==> src/rtl/ooo_pkg.sv <==
// Shared out-of-order core definitions: machine sizing, tag types and the
// state encoding used by the RAT recovery walker.
`timescale 1ns/1ps
package ooo_pkg;

    localparam int ARCH_REGS = 32;
    localparam int ROB_DEPTH = 16;
    localparam int PHYS_REGS = 64;
    localparam int ARCH_W    = $clog2(ARCH_REGS);
    localparam int ROB_W     = $clog2(ROB_DEPTH);
    localparam int PHYS_W    = $clog2(PHYS_REGS);

    typedef logic [ROB_W-1:0]  rob_idx_t;
    typedef logic [PHYS_W-1:0] phys_tag_t;

    typedef enum logic [1:0] {
        IDLE = 2'd0,
        WALK = 2'd1,
        DONE = 2'd2
    } recov_state_e;

endpackage

==> src/rtl/rat_recovery_walker.sv <==
// RAT rollback sequencer: after a mispredict, walks the squashed ROB entries
// from youngest to oldest, one per cycle, restoring each entry's previous
// mapping into the RAT and returning its allocated tag to the free list.
// Walking youngest-first leaves the oldest squashed pd_old as the final RAT
// value when several squashed entries wrote the same architectural register.
`timescale 1ns/1ps
module rat_recovery_walker #(
    parameter int ROB_DEPTH = 16,
    parameter int PHYS_REGS = 64,
    parameter int ROB_W     = $clog2(ROB_DEPTH),
    parameter int PHYS_W    = $clog2(PHYS_REGS)
) (
    input  logic              clk,
    input  logic              rst_n,
    input  logic              mispredict_valid,
    output logic              mispredict_ready,
    input  logic [ROB_W-1:0]  mispredict_idx,
    input  logic [ROB_W-1:0]  rob_tail,
    input  logic              flush_valid,
    output logic [ROB_W-1:0]  rob_rd_idx,
    input  logic              rob_rd_uses_rd,
    input  logic [4:0]        rob_rd_arch,
    input  logic [PHYS_W-1:0] rob_rd_pd_old,
    input  logic [PHYS_W-1:0] rob_rd_pd_new,
    output logic              recover_valid,
    output logic [4:0]        recover_rd_arch,
    output logic [PHYS_W-1:0] recover_pd,
    output logic              fl_push_valid,
    output logic [PHYS_W-1:0] fl_push_pd,
    output logic              rename_stall,
    output logic              recovery_done
);
    import ooo_pkg::*;

    localparam logic [ROB_W-1:0] IDX_ONE = 1;

    recov_state_e     state_q, state_d;
    logic [ROB_W-1:0] walk_ptr_q, walk_ptr_d;
    logic [ROB_W-1:0] remaining_q, remaining_d;
    logic             entry_live;

    // Status and data paths come straight from registered state and the ROB read port
    assign mispredict_ready = (state_q == IDLE);
    assign rename_stall     = (state_q != IDLE);
    assign rob_rd_idx       = walk_ptr_q;
    assign recover_rd_arch  = rob_rd_arch;
    assign recover_pd       = rob_rd_pd_old;
    assign fl_push_pd       = rob_rd_pd_new;

    // Next-state, walk counters and strobes; a flush overrides everything else
    always_comb begin
        state_d       = state_q;
        walk_ptr_d    = walk_ptr_q;
        remaining_d   = remaining_q;
        recover_valid = 1'b0;
        fl_push_valid = 1'b0;
        recovery_done = 1'b0;
        entry_live    = rob_rd_uses_rd && (rob_rd_arch != 5'd0);

        case (state_q)
            IDLE: begin
                if (mispredict_valid) begin
                    walk_ptr_d  = rob_tail - IDX_ONE;
                    remaining_d = rob_tail - mispredict_idx - IDX_ONE;
                    state_d     = (remaining_d == '0) ? DONE : WALK;
                end
            end
            WALK: begin
                recover_valid = entry_live;
                fl_push_valid = entry_live;
                walk_ptr_d    = walk_ptr_q - IDX_ONE;
                remaining_d   = remaining_q - IDX_ONE;
                if (remaining_q == IDX_ONE) begin
                    state_d = DONE;
                end
            end
            DONE: begin
                recovery_done = 1'b1;
                state_d       = IDLE;
            end
            default: begin
                state_d = IDLE;
            end
        endcase

        if (flush_valid) begin
            state_d       = IDLE;
            remaining_d   = '0;
            recover_valid = 1'b0;
            fl_push_valid = 1'b0;
            recovery_done = 1'b0;
        end
    end

    // Walk FSM state and counters
    always_ff @(posedge clk or negedge rst_n) begin
        if (!rst_n) begin
            state_q     <= IDLE;
            walk_ptr_q  <= '0;
            remaining_q <= '0;
        end else begin
            state_q     <= state_d;
            walk_ptr_q  <= walk_ptr_d;
            remaining_q <= remaining_d;
        end
    end

endmodule

==> config.mk <==
export PLATFORM = sky130hd
export DESIGN_NAME = rat_recovery_walker
export DESIGN_NICKNAME = d
export VERILOG_FILES = /design/src/rtl/ooo_pkg.sv /design/src/rtl/rat_recovery_walker.sv
export SDC_FILE = /design/constraint.sdc
export NUM_CORES = 1
export LEC_CHECK = 0
export BUFFER_PORTS_ARGS = -buffer_cell sky130_fd_sc_hd__buf_2
export CORE_MARGIN = 5
export CORE_UTILIZATION = 25
export DETAILED_ROUTE_END_ITERATION = 10
export PLACE_DENSITY = 0.57
export SYNTH_ARGS = -nofsm -noshare
export SYNTH_HDL_FRONTEND = slang
export SYNTH_SLANG_ARGS = --single-unit
==> constraint.sdc <==
create_clock -name clk -period 3.55 [get_ports clk]
set_input_delay 0.1775 -clock clk [delete_from_list [all_inputs] [get_ports clk]]
set_output_delay 0.1775 -clock clk [all_outputs]
set_load 0.02 [all_outputs]
==> results.md, run 1 <==
* Largest net degree at the start of global routing at 14
* Hold Fails Final Rpt at 0
* DP HPWL at 1800 um
* Residual DRC at 0
* Netlist Area Pre-Place at 967 um^2
* Post-CTS setup repair buffer count at 0
* # hold bufs at CTS at 1
* Final Critical Period at approximately 1.9 ns
* Nets at ~160
* R2r setup slk at roughly 1.6 ns
* Final hold slack at between 0.2 and 0.3 ns
* Count of final setup violators at 0
* Commonest cells after routing, fill and taps aside: buf_2, dfrtp_1, nand2_1
* Async SR Flop Fraction at 1.00
* Crit. Startpoint: state_q[0]
* Dpl ws at 1.72 ns
* Longest Clk Path Bufs at 2
* Clock skew at 0.000564 ns
* H-tree depth at 1
* Ranking of synthesized cells by area: dfrtp_1, buf_4, ha_1, nand2_1, mux2i_1
* Final period util at 0.538
* Slew Limit Fails at 0
* Switching pwr at roughly 0.21 mW
* Routability cong. at 0.827
* Sequential area share after synthesis at 0.259
* Worst slew pin tran at 0.588 ns
* Critical path's top delay family: simple AND/OR/NAND/NOR gates
* Worst r2r dst: rob_rd_idx[2]
* Clock slew at reported path FFs at 0.05 ns
* Share of cells above drive strength 1 at 0.360
* Total I/O pin count at 56
* Post-synthesis compound-gate area fraction at 0.168
* Most common cell after layout, fill and taps aside: buf_2
* Hold Crit Depth at 2
* Flops & latches, synth at 10
* Yosys top cell area share at 0.259
* GRT Util Overall at 0.0859
* Die W at 72.2 um
* Antenna cell count at 0
* Worst path cell trace: nor2b_1 > mux2i_1 > ha_1 > nor2_1 > a211oi_2
* Clock root cell: clkbuf_8
* Die span in y at between 70 and 80 um
* EDFF count, synth at 0
* Number of global-route vias before repair at approximately 820
* Detailed Route WL at 2140 um
* Total CTS buffers at 3
* Slew HR at 0.607
* Initial Util at 0.260
* CTS tree: yes
* Hold Crit Start: flush_valid
* Main combinational cell family by area after synthesis: simple AND/OR/NAND/NOR gates
* CP arrival at roughly 2 ns
* CP Data Required Time at 3.70 ns
* Worst Path Class, Setup: flop to flop
* Hold WC Path Type: input port to flop
* CP max-delay cell: nor2b_1
* Multiplexer share of the synthesized area at 0.0310
* Post-synthesis simple-gate area fraction at 0.203
* Final setup margin at approximately 1.6 ns
* Adder-Cell Fraction of Synth Area at 0.0983
* CP max stage delay at about 0.53 ns
* Via count at roughly 770
* Nature of the critical path endpoint: flop
* Worst vdd ir at approximately 250 uV
* DR pass1 iterations at 4
* # clock sinks at 10
* Worst Path Buf+Inv at 0
* P per Cell Area at roughly 500 nW/um^2
* Clock share of power at 0.263
* Setup TNS at 0 ns
* Post-Syn Instances at ~110
* ANT nets after route at 0
* DR iter-0 viols at 24
* CTS resizes at 0
* WL per Instance at 12.3 um
* Mapped Nets at 148
* Switching Share at 0.383
* Die ar. at 5210 um^2
* Number of buffers added on ports at 31
* Ys flop type: dfrtp_1
* Max frequency at 524 MHz
* Initial antenna violation count at 0
* Num rows at 22
* Cell area after layout at around 1100 um^2
* RSZ-0062 raised after global routing: false
* Cell taking the most area after synthesis: dfrtp_1
* Hold path endpoint: remaining_q[2]
* Crit path max fanout at 8
* Post-DP Area at roughly 1000 um^2
* Total power at 0.540 mW
* Reg2reg start: state_q[0]
* P_int at 0.333 mW
* Worst skew pair latency at 0.23 ns
* Vias/cell at between 4 and 5
* Area Overhead vs Synth at 12.2%
* Outcome: finished clean
* Flop pwr share at 0.321
* YS warnings at 0
* Xor/xnor share of the synthesized area at 0.0453
* R2R depth at 5
* Fillers at 401
* Logic pwr share at 0.416
* Max_cap viols at 0
* Core Area at roughly 3700 um^2
* First-pass GRT wire length at 3610 um
* Syn Area/Cell at 8.71 um^2
* GR Overflow Total at 0
* Lkg Pwr at roughly 0.53 nW
* Crit start category: flop
* Synth unique cells at 39
-- sequential cells by signal, indices dropped and copies added, names as in the netlist --
register     count
remaining_q      4
rob_rd_idx       4
state_q          2
-- worst max path at each step --
| stage | to | slack (ns) | cells past startpoint |
|---|---|---|---|
| after detailed placement | rob_rd_idx[2] | 1.72 | 5 |
| after global routing | rob_rd_idx[2] | 1.54 | 5 |
| after CTS | rob_rd_idx[2] | 1.69 | 5 |
| after global placement | rob_rd_idx[2] | 1.82 | 5 |
| final | rob_rd_idx[2] | 1.64 | 5 |
| after floorplan | recover_valid | 1.52 | 4 |
-- metrics by stage --
| step | utilization | instances |
|---|---|---|
| after floorplan | - | 111 |
| after global placement | 0.274 | 168 |
| after detailed placement | 0.274 | 168 |
| after CTS | 0.292 | 173 |
| after global routing | 0.292 | 173 |
| final | 0.292 | 173 |
-- worst reg2reg max path, delay by kind of cell, from the launching register on --
family,cells,cell delay (ns)
AND/OR/NAND/NOR,2,0.60
flip-flops,1,0.46
multiplexers,1,0.33
adder cells (fa/ha/maj),1,0.24
AO/OA/AOI/OAI,1,0.19
-- per-layer routing --
metal,track usage,vias to the layer above,part of all wire
met1,0.0982,358,0.44
met5,0,-,0
met3,0.0263,0,0.051
met4,0.0209,0,0
li1,-,398,-
met2,0.155,15,0.50
-- power groups by stage --
stage | sequential, mW | clock, mW | combinational [mW]
2_1_floorplan | 0.190 | 0 | 0.169
5_1_grt | 0.179 | 0.150 | 0.250
3_3_place_gp | 0.173 | 0 | 0.221
4_1_cts | 0.173 | 0.146 | 0.227
3_5_place_dp | 0.175 | 0 | 0.226
6_report | 0.174 | 0.142 | 0.225
-- synthesized netlist by cell type, drive strengths merged (2+ instances only) --
| cell type | count |
|---|---|
| ha | 6 |
| a21oi | 4 |
| a211oi | 6 |
| xor2 | 3 |
| nand2 | 9 |
| mux2i | 3 |
| o21ai | 5 |
| nor3 | 4 |
| nor3b | 4 |
| nor2b | 2 |
| inv | 7 |
| buf | 21 |
| xnor2 | 2 |
| dfrtp | 10 |
| nor2 | 8 |
-- kinds of logic (layout without fill, tap and decap cells) --
logic type | after synthesis | after routing
and+or+nand+nor | 36 | 36
buffers and inverters | 29 | 43
AOI/OAI and AO/OA | 21 | 21
DFF | 10 | 10
adders and majority gates | 7 | 7
xor gates and xnor gates | 5 | 5
muxes | 3 | 3
-- final cells by class --
class | count | area (um^2) | share of cell area
clock buffer | 4 | 55.1 | 0.0507
inverter | 7 | 26.3 | 0.0242
multi-input combinational | 72 | 528 | 0.487
sequential | 10 | 250 | 0.231
tap | 48 | 60.1 | 0.0554
timing repair buffer | 32 | 165 | 0.152
No activity file was read; power rests on OpenSTA's default activity.
==> inputs of run 2 (changes only) <==
--- a/config.mk
+++ b/config.mk
@@ -9,7 +9,7 @@
 export CORE_MARGIN = 5
 export CORE_UTILIZATION = 25
 export DETAILED_ROUTE_END_ITERATION = 10
-export PLACE_DENSITY = 0.57
+export PLACE_DENSITY = 0.58
 export SYNTH_ARGS = -nofsm -noshare
 export SYNTH_HDL_FRONTEND = slang
 export SYNTH_SLANG_ARGS = --single-unit
==> constraint.sdc (replaced) <==
create_clock -name clk -period 1.71 [get_ports clk]
set_input_delay 0.0855 -clock clk [delete_from_list [all_inputs] [get_ports clk]]
set_output_delay 0.0855 -clock clk [all_outputs]
set_load 0.02 [all_outputs]
==> run 2 against run 1 <==
  * Non-clock buffer count is 3 higher
  * Register-to-register slack worse by 1.5 ns
  * Power is 100% higher
  * Cell area is 1.4% higher
  * Largest cell class unchanged
==> results.md, run 2 (synthesized netlist as in run 1, its figures left out) <==
* Die span in y at 72.2 um (unchanged)
* Post-DP Area at 1050 um^2 (was 1020 um^2)
* Largest net degree at the start of global routing at 14 (unchanged)
* Die W at 72.2 um (unchanged)
* RSZ-0062 raised after global routing: true (was false)
* Nature of the critical path endpoint: output port (was flop)
* Cell count after placement at 171 (was 168)
* WP depth at 3 (was 5)
* H-tree depth at 1 (unchanged)
* Final period util at 0.915
* CTS tree: yes (unchanged)
* Total CTS buffers at 3 (unchanged)
* Dpl ws at 0.158 ns (was 1.72 ns)
* Core Area at 3720 um^2 (unchanged)
* Residual DRC at 0 (unchanged)
* Non-Filler Instances at 175 (was 173)
* DR iter-0 viols at 25 (was 24)
* Crit start category: flop (unchanged)
* R2r setup slk at 0.15 ns (was 1.64 ns)
* Setup TNS at 0 ns (unchanged)
* Worst vdd ir at 452 uV (was 250 uV)
* Crit path max fanout at 13 (was 8)
* GR Overflow Total at 0 (unchanged)
* Share of cells above drive strength 1 at 0.378 (was 0.360)
* Routability cong. at 0.791 (was 0.827)
* Worst Path Class, Setup: flop to output port (was flop to flop)
* CP Data Required Time at 1.62 ns (was 3.70 ns)
* Clock skew at 0.00147 ns (was 0.000564 ns)
* Number of global-route vias before repair at 872 (was 819)
* DR pass1 iterations at 4 (unchanged)
* Most common cell after layout, fill and taps aside: buf_2 (unchanged)
* Detailed Route WL at 2160 um (was 2140 um)
* Total I/O pin count at 56 (unchanged)
* CTS resizes at 0 (unchanged)
* First-pass GRT wire length at 3750 um (was 3610 um)
* Worst path cell trace: nand2b_2 > nor4b_2 > buf_2 (was nor2b_1 > mux2i_1 > ha_1 > nor2_1 > a211oi_2)
* Worst Path Buf+Inv at 1 (was 0)
* Slew HR at 0.641 (was 0.607)
* Num rows at 22 (unchanged)
* CP max-delay cell: dfrtp_1 (was nor2b_1)
* CP max stage delay at 0.42 ns (was 0.53 ns)
* Initial Util at 0.260 (unchanged)
* Slew Limit Fails at 0 (unchanged)
* Nets at 166 (was 163)
* Via count at 811 (was 771)
* Outcome: finished clean (unchanged)
* Post-CTS setup repair buffer count at 0 (unchanged)
* Worst r2r dst: rob_rd_idx[2] (unchanged)
* Commonest cells after routing, fill and taps aside: buf_2, dfrtp_1, nand2_1 (unchanged)
* Clock root cell: clkbuf_8 (unchanged)
* # clock sinks at 10 (unchanged)
* DP HPWL at 1760 um (was 1800 um)
* Antenna cell count at 0 (unchanged)
* Hold Fails Final Rpt at 0 (unchanged)
* Max frequency at 639 MHz
* Worst slew pin tran at 0.537 ns (was 0.588 ns)
* Total power at 1.09 mW (was 0.540 mW)
* Count of final setup violators at 0 (unchanged)
* Max_cap viols at 0 (unchanged)
* Critical path endpoint: recover_valid (was rob_rd_idx[2])
* Final Critical Period at 1.56 ns
* Crit. Startpoint: state_q[1] (was state_q[0])
* Number of buffers added on ports at 31 (unchanged)
* Critical path's top delay family: simple AND/OR/NAND/NOR gates (unchanged)
* Cell area after layout at 1100 um^2 (was 1080 um^2)
* Die ar. at 5210 um^2 (unchanged)
* GRT Util Overall at 0.0896 (was 0.0859)
* P per Cell Area at 989 nW/um^2 (was 498 nW/um^2)
* Final setup margin at 0.146 ns (was 1.64 ns)
* Area Overhead vs Synth at 13.7% (was 12.2%)
* Initial antenna violation count at 0 (unchanged)
* WL per Instance at 12.3 um (about the same)
* Reg2reg start: state_q[1] (was state_q[0])
* Longest Clk Path Bufs at 2 (unchanged)
* R2R depth at 5 (unchanged)
* Vias/cell at 4.63 (was 4.46)
* ANT nets after route at 0 (unchanged)
* Lkg Pwr at 0.540 nW (was 0.531 nW)
* CP arrival at 1.48 ns (was 2.06 ns)
* Worst skew pair latency at 0.24 ns (was 0.23 ns)
* Hold WC Path Type: input port to flop (unchanged)
* Clock slew at reported path FFs at 0.05 ns (about the same)
run 2: changes by cell type in the layout (fill, tap and decap cells not counted), sizes merged:
cell    delta
buf        +3
clkbuf     -1
run 2: power by group:
| group | internal (mW) | switching [mW] |
|---|---|---|
| Sequential | 0.296 | 0.0623 |
| Combinational | 0.209 | 0.275 |
| Clock | 0.154 | 0.0915 |
| Total | 0.659 | 0.429 |
run 2: layout make-up:
class | instances | area, um^2
Clock buffer | 3 | 41.3
Timing Repair Buffer | 35 | 188
Tap cell | 48 | 60.1
Sequential cell | 10 | 250
Inverter | 7 | 26.3
Fill cell | 396 | 2620
Multi-Input combinational cell | 72 | 534
run 2: how the worst min path moves through the flow:
| stage | to | slack (ns) | startpoint | depth (start not counted) |
|---|---|---|---|---|
| 6_report | state_q[0] | 0.17 | flush_valid | 2 |
| 5_1_grt | recover_pd[4] | 0.17 | rob_rd_pd_old[4] | 0 |
| 4_1_cts | remaining_q[2] | 0.16 | flush_valid | 2 |
| 3_5_place_dp | remaining_q[3] | -0.03 | rst_n | 1 |
| 3_3_place_gp | remaining_q[3] | -0.04 | rst_n | 1 |
| 2_1_floorplan | remaining_q[0] | -0.21 | rst_n | 0 |
run 2: timing repair:
| item | in CTS | in global routing |
|---|---|---|
| hold buffers | 1 | 0 |
| endpoints found under the setup margin | 0 | 3 |
| hold endpoints to repair | 10 | 0 |
run 2: routing by layer:
metal  up-vias  share of wire  global-route usage
met3         5          0.095              0.0443
met1       370           0.44               0.106
met2        36           0.44               0.143
li1        400              -                   -
met4         0          0.015              0.0271
met5         -              0                   0
run 2: per-stage QoR:
| step | util | hold slack, ns |
|---|---|---|
| 6_report | 0.296 | 0.166 |
| 5_1_grt | 0.296 | 0.171 |
| 4_1_cts | 0.296 | 0.161 |
| 3_5_place_dp | 0.282 | -0.0282 |
| 3_3_place_gp | 0.282 | -0.0363 |
| 2_1_floorplan | - | -0.210 |
==> inputs of run 3 (changes only) <==
--- a/config.mk
+++ b/config.mk
@@ -7,9 +7,9 @@
 export LEC_CHECK = 0
 export BUFFER_PORTS_ARGS = -buffer_cell sky130_fd_sc_hd__buf_2
 export CORE_MARGIN = 5
-export CORE_UTILIZATION = 25
+export CORE_UTILIZATION = 43
 export DETAILED_ROUTE_END_ITERATION = 10
-export PLACE_DENSITY = 0.58
+export PLACE_DENSITY = 0.85
 export SYNTH_ARGS = -nofsm -noshare
 export SYNTH_HDL_FRONTEND = slang
 export SYNTH_SLANG_ARGS = --single-unit
==> constraint.sdc (replaced) <==
create_clock -name clk -period 1.6 [get_ports clk]
set_input_delay 0.08 -clock clk [delete_from_list [all_inputs] [get_ports clk]]
set_output_delay 0.08 -clock clk [all_outputs]
set_load 0.02 [all_outputs]
==> run 3 against run 2 <==
  * Clock power is 6% lower
  * Core utilization is 21 points higher
  * Highest routed layer unchanged
  * Power is 6.4% higher
  * Cell area is 0.11% higher
  * Non-clock buffer count stayed put
  * Critical endpoint is now fl_push_valid
  * Hold slack worse by 0.0062 ns
==> results.md, run 3 (synthesized netlist as in run 1, its figures left out) <==
* Outcome: finished clean (unchanged)
* Initial Util at 0.446 (was 0.260)
* Met1 GRT Util at 0.165 (was 0.106)
* Max frequency at 649 MHz
* P_int at 0.686 mW (was 0.659 mW)
* WL per Instance at 14.1 um (was 12.3 um)
* Hold path endpoint: fl_push_pd[1] (was state_q[0])
* Slew Limit Fails at 0 (unchanged)
* Nets at 166 (unchanged)
* Worst Path Class, Setup: flop to output port (unchanged)
* DP HPWL at 1790 um (was 1760 um)
* Layer with the highest usage: met2 (unchanged)
* Total power at 1.16 mW (was 1.09 mW)
* Crit start category: flop (unchanged)
* Hold Fails Final Rpt at 0 (unchanged)
* Global Route met2 Usage at 0.242 (was 0.143)
* Final Critical Period at 1.54 ns
* Most common cell after layout, fill and taps aside: buf_2 (unchanged)
* Setup TNS at 0 ns (unchanged)
* Die ar. at 3300 um^2 (was 5210 um^2)
* Logic pwr share at 0.469 (was 0.445)
* RSZ-0062 raised after global routing: true (unchanged)
* Lkg Pwr at 0.548 nW (was 0.540 nW)
* DR iter-0 viols at 16 (was 25)
* DR pass1 iterations at 4 (unchanged)
* Max_cap viols at 0 (unchanged)
* Clock slew at reported path FFs at 0.07 ns (was 0.05 ns)
* Met3 Usage GRT at 0.0317 (was 0.0443)
* Flop pwr share at 0.331 (was 0.329)
* Post-DP Area at 1020 um^2 (was 1050 um^2)
* Hold Crit Start: rob_rd_pd_new[1] (was flush_valid)
* Slew HR at 0.753 (was 0.641)
* GRT Util Overall at 0.139 (was 0.0896)
* Total I/O pin count at 56 (unchanged)
* Cell count after placement at 151 (was 171)
* Count of final setup violators at 0 (unchanged)
* Antenna cell count at 0 (unchanged)
* CTS tree: yes (unchanged)
* ANT nets after route at 0 (unchanged)
* Final period util at 0.964
* Clock skew at 0.00390 ns (was 0.00147 ns)
* Cell area after layout at 1100 um^2 (about the same)
* Worst vdd ir at 637 uV (was 452 uV)
* Worst slew pin tran at 0.370 ns (was 0.537 ns)
* First-pass GRT wire length at 3670 um (was 3750 um)
* Share of cells above drive strength 1 at 0.398 (was 0.378)
* Crit path max fanout at 13 (unchanged)
* Nature of the critical path endpoint: output port (unchanged)
* Core Area at 2170 um^2 (was 3720 um^2)
* CP Data Required Time at 1.52 ns (was 1.62 ns)
* Longest Clk Path Bufs at 2 (unchanged)
* Switching Share at 0.407 (was 0.394)
* Clock root cell: clkbuf_4 (was clkbuf_8)
* R2r setup slk at 0.07 ns (was 0.15 ns)
* Total CTS buffers at 3 (unchanged)
* Vias/cell at 5.28 (was 4.63)
* Largest net degree at the start of global routing at 14 (unchanged)
* Die W at 57.4 um (was 72.2 um)
* CP arrival at 1.46 ns (was 1.48 ns)
* Clock share of power at 0.200 (was 0.226)
* Initial antenna violation count at 0 (unchanged)
* # clock sinks at 10 (unchanged)
* Num rows at 17 (was 22)
* Worst skew pair latency at 0.26 ns (was 0.24 ns)
* Switching pwr at 0.472 mW (was 0.429 mW)
* P per Cell Area at 1050 nW/um^2 (was 989 nW/um^2)
* Hold WC Path Type: input port to output port (was input port to flop)
* Number of global-route vias before repair at 846 (was 872)
* Hold Crit Depth at 0 (was 2)
* Worst r2r dst: state_q[1] (was rob_rd_idx[2])
* GR Overflow Total at 0 (unchanged)
* Area Overhead vs Synth at 13.8% (was 13.7%)
* Number of buffers added on ports at 31 (unchanged)
* Commonest cells after routing, fill and taps aside: buf_2, dfrtp_1, nand2_1 (unchanged)
* Non-Filler Instances at 156 (was 175)
* R2R depth at 6 (was 5)
* Routability cong. at 0.772 (was 0.791)
* Via count at 823 (was 811)
* H-tree depth at 1 (unchanged)
* Die span in y at 57.4 um (was 72.2 um)
* Residual DRC at 0 (unchanged)
* Reg2reg start: remaining_q[1] (was state_q[1])
* Detailed Route WL at 2200 um (was 2160 um)
==> run 3: cell types whose count changed in the layout (fill, tap and decap cells not counted) <==
cell | before | now
nor2b_1 | 2 | 1
nor2b_2 | 0 | 1
inv_1 | 7 | 6
nor4b_2 | 1 | 0
nand2b_4 | 0 | 1
o21bai_2 | 1 | 0
inv_2 | 0 | 1
clkbuf_4 | 0 | 3
a211oi_2 | 2 | 1
a211oi_4 | 0 | 1
nor4b_4 | 0 | 1
o21bai_4 | 0 | 1
clkbuf_8 | 3 | 1
nand2b_2 | 1 | 0
==> run 3: worst max-delay path: stages (launching register included) <==
cell and delay [ns]:
dfrtp_1 0.40, buf_4 0.16, nand2b_4 0.21, nor4b_4 0.23, buf_2 0.20
==> run 3: final cells by class <==
class	instances	area (um^2)
clock buffers	4	36.3
fillers	206	1070
inverters	7	26.3
multi-input cells	72	566
flip-flops and latches	10	250
well taps	28	35.0
repair buffers	35	188
==> run 3: what timing repair did <==
action,4_1_cts,5_1_grt
gates resized for setup,1,5
endpoints found under the hold margin,10,0
cloned,0,0
endpoints found under the setup margin,2,6
setup buffers,0,0
hold buffers,1,0
==> run 3: worst max-delay path by stage <==
stage | endpoint | cells past startpoint | slack [ns] | start
6_report | fl_push_valid | 4 | 0.06 | state_q[1]
5_1_grt | rob_rd_idx[2] | 5 | -0.02 | state_q[0]
4_1_cts | rob_rd_idx[2] | 5 | 0.02 | state_q[0]
3_5_place_dp | rob_rd_idx[2] | 5 | 0.04 | state_q[0]
3_3_place_gp | state_q[1] | 6 | 0.11 | remaining_q[1]
2_1_floorplan | recover_valid | 4 | 0.006 | state_q[1]
==> run 3: layer usage <==
layer	vias up	part of all wire
met5	-	0
met3	6	0.068
met4	0	0.0082
li1	399	-
met2	24	0.52
met1	394	0.40
==> run 3: power groups by stage <==
stage,Combinational [mW],Sequential [mW],Clock [mW]
after detailed placement,0.522,0.384,0
final,0.543,0.383,0.232
after global placement,0.501,0.379,0
after CTS,0.529,0.379,0.238
after floorplan,0.377,0.422,0
after global routing,0.596,0.398,0.253
==> run 3: through the flow <==
| stage | setup WS [ns] | utilization | hold slack [ns] |
|---|---|---|---|
| 3_5_place_dp | 0.0394 | 0.472 | -0.0404 |
| 5_1_grt | -0.0151 | 0.507 | 0.160 |
| 3_3_place_gp | 0.115 | 0.472 | -0.0456 |
| 4_1_cts | 0.0191 | 0.495 | 0.127 |
| 2_1_floorplan | 0.00626 | - | -0.216 |
| 6_report | 0.0582 | 0.507 | 0.160 |
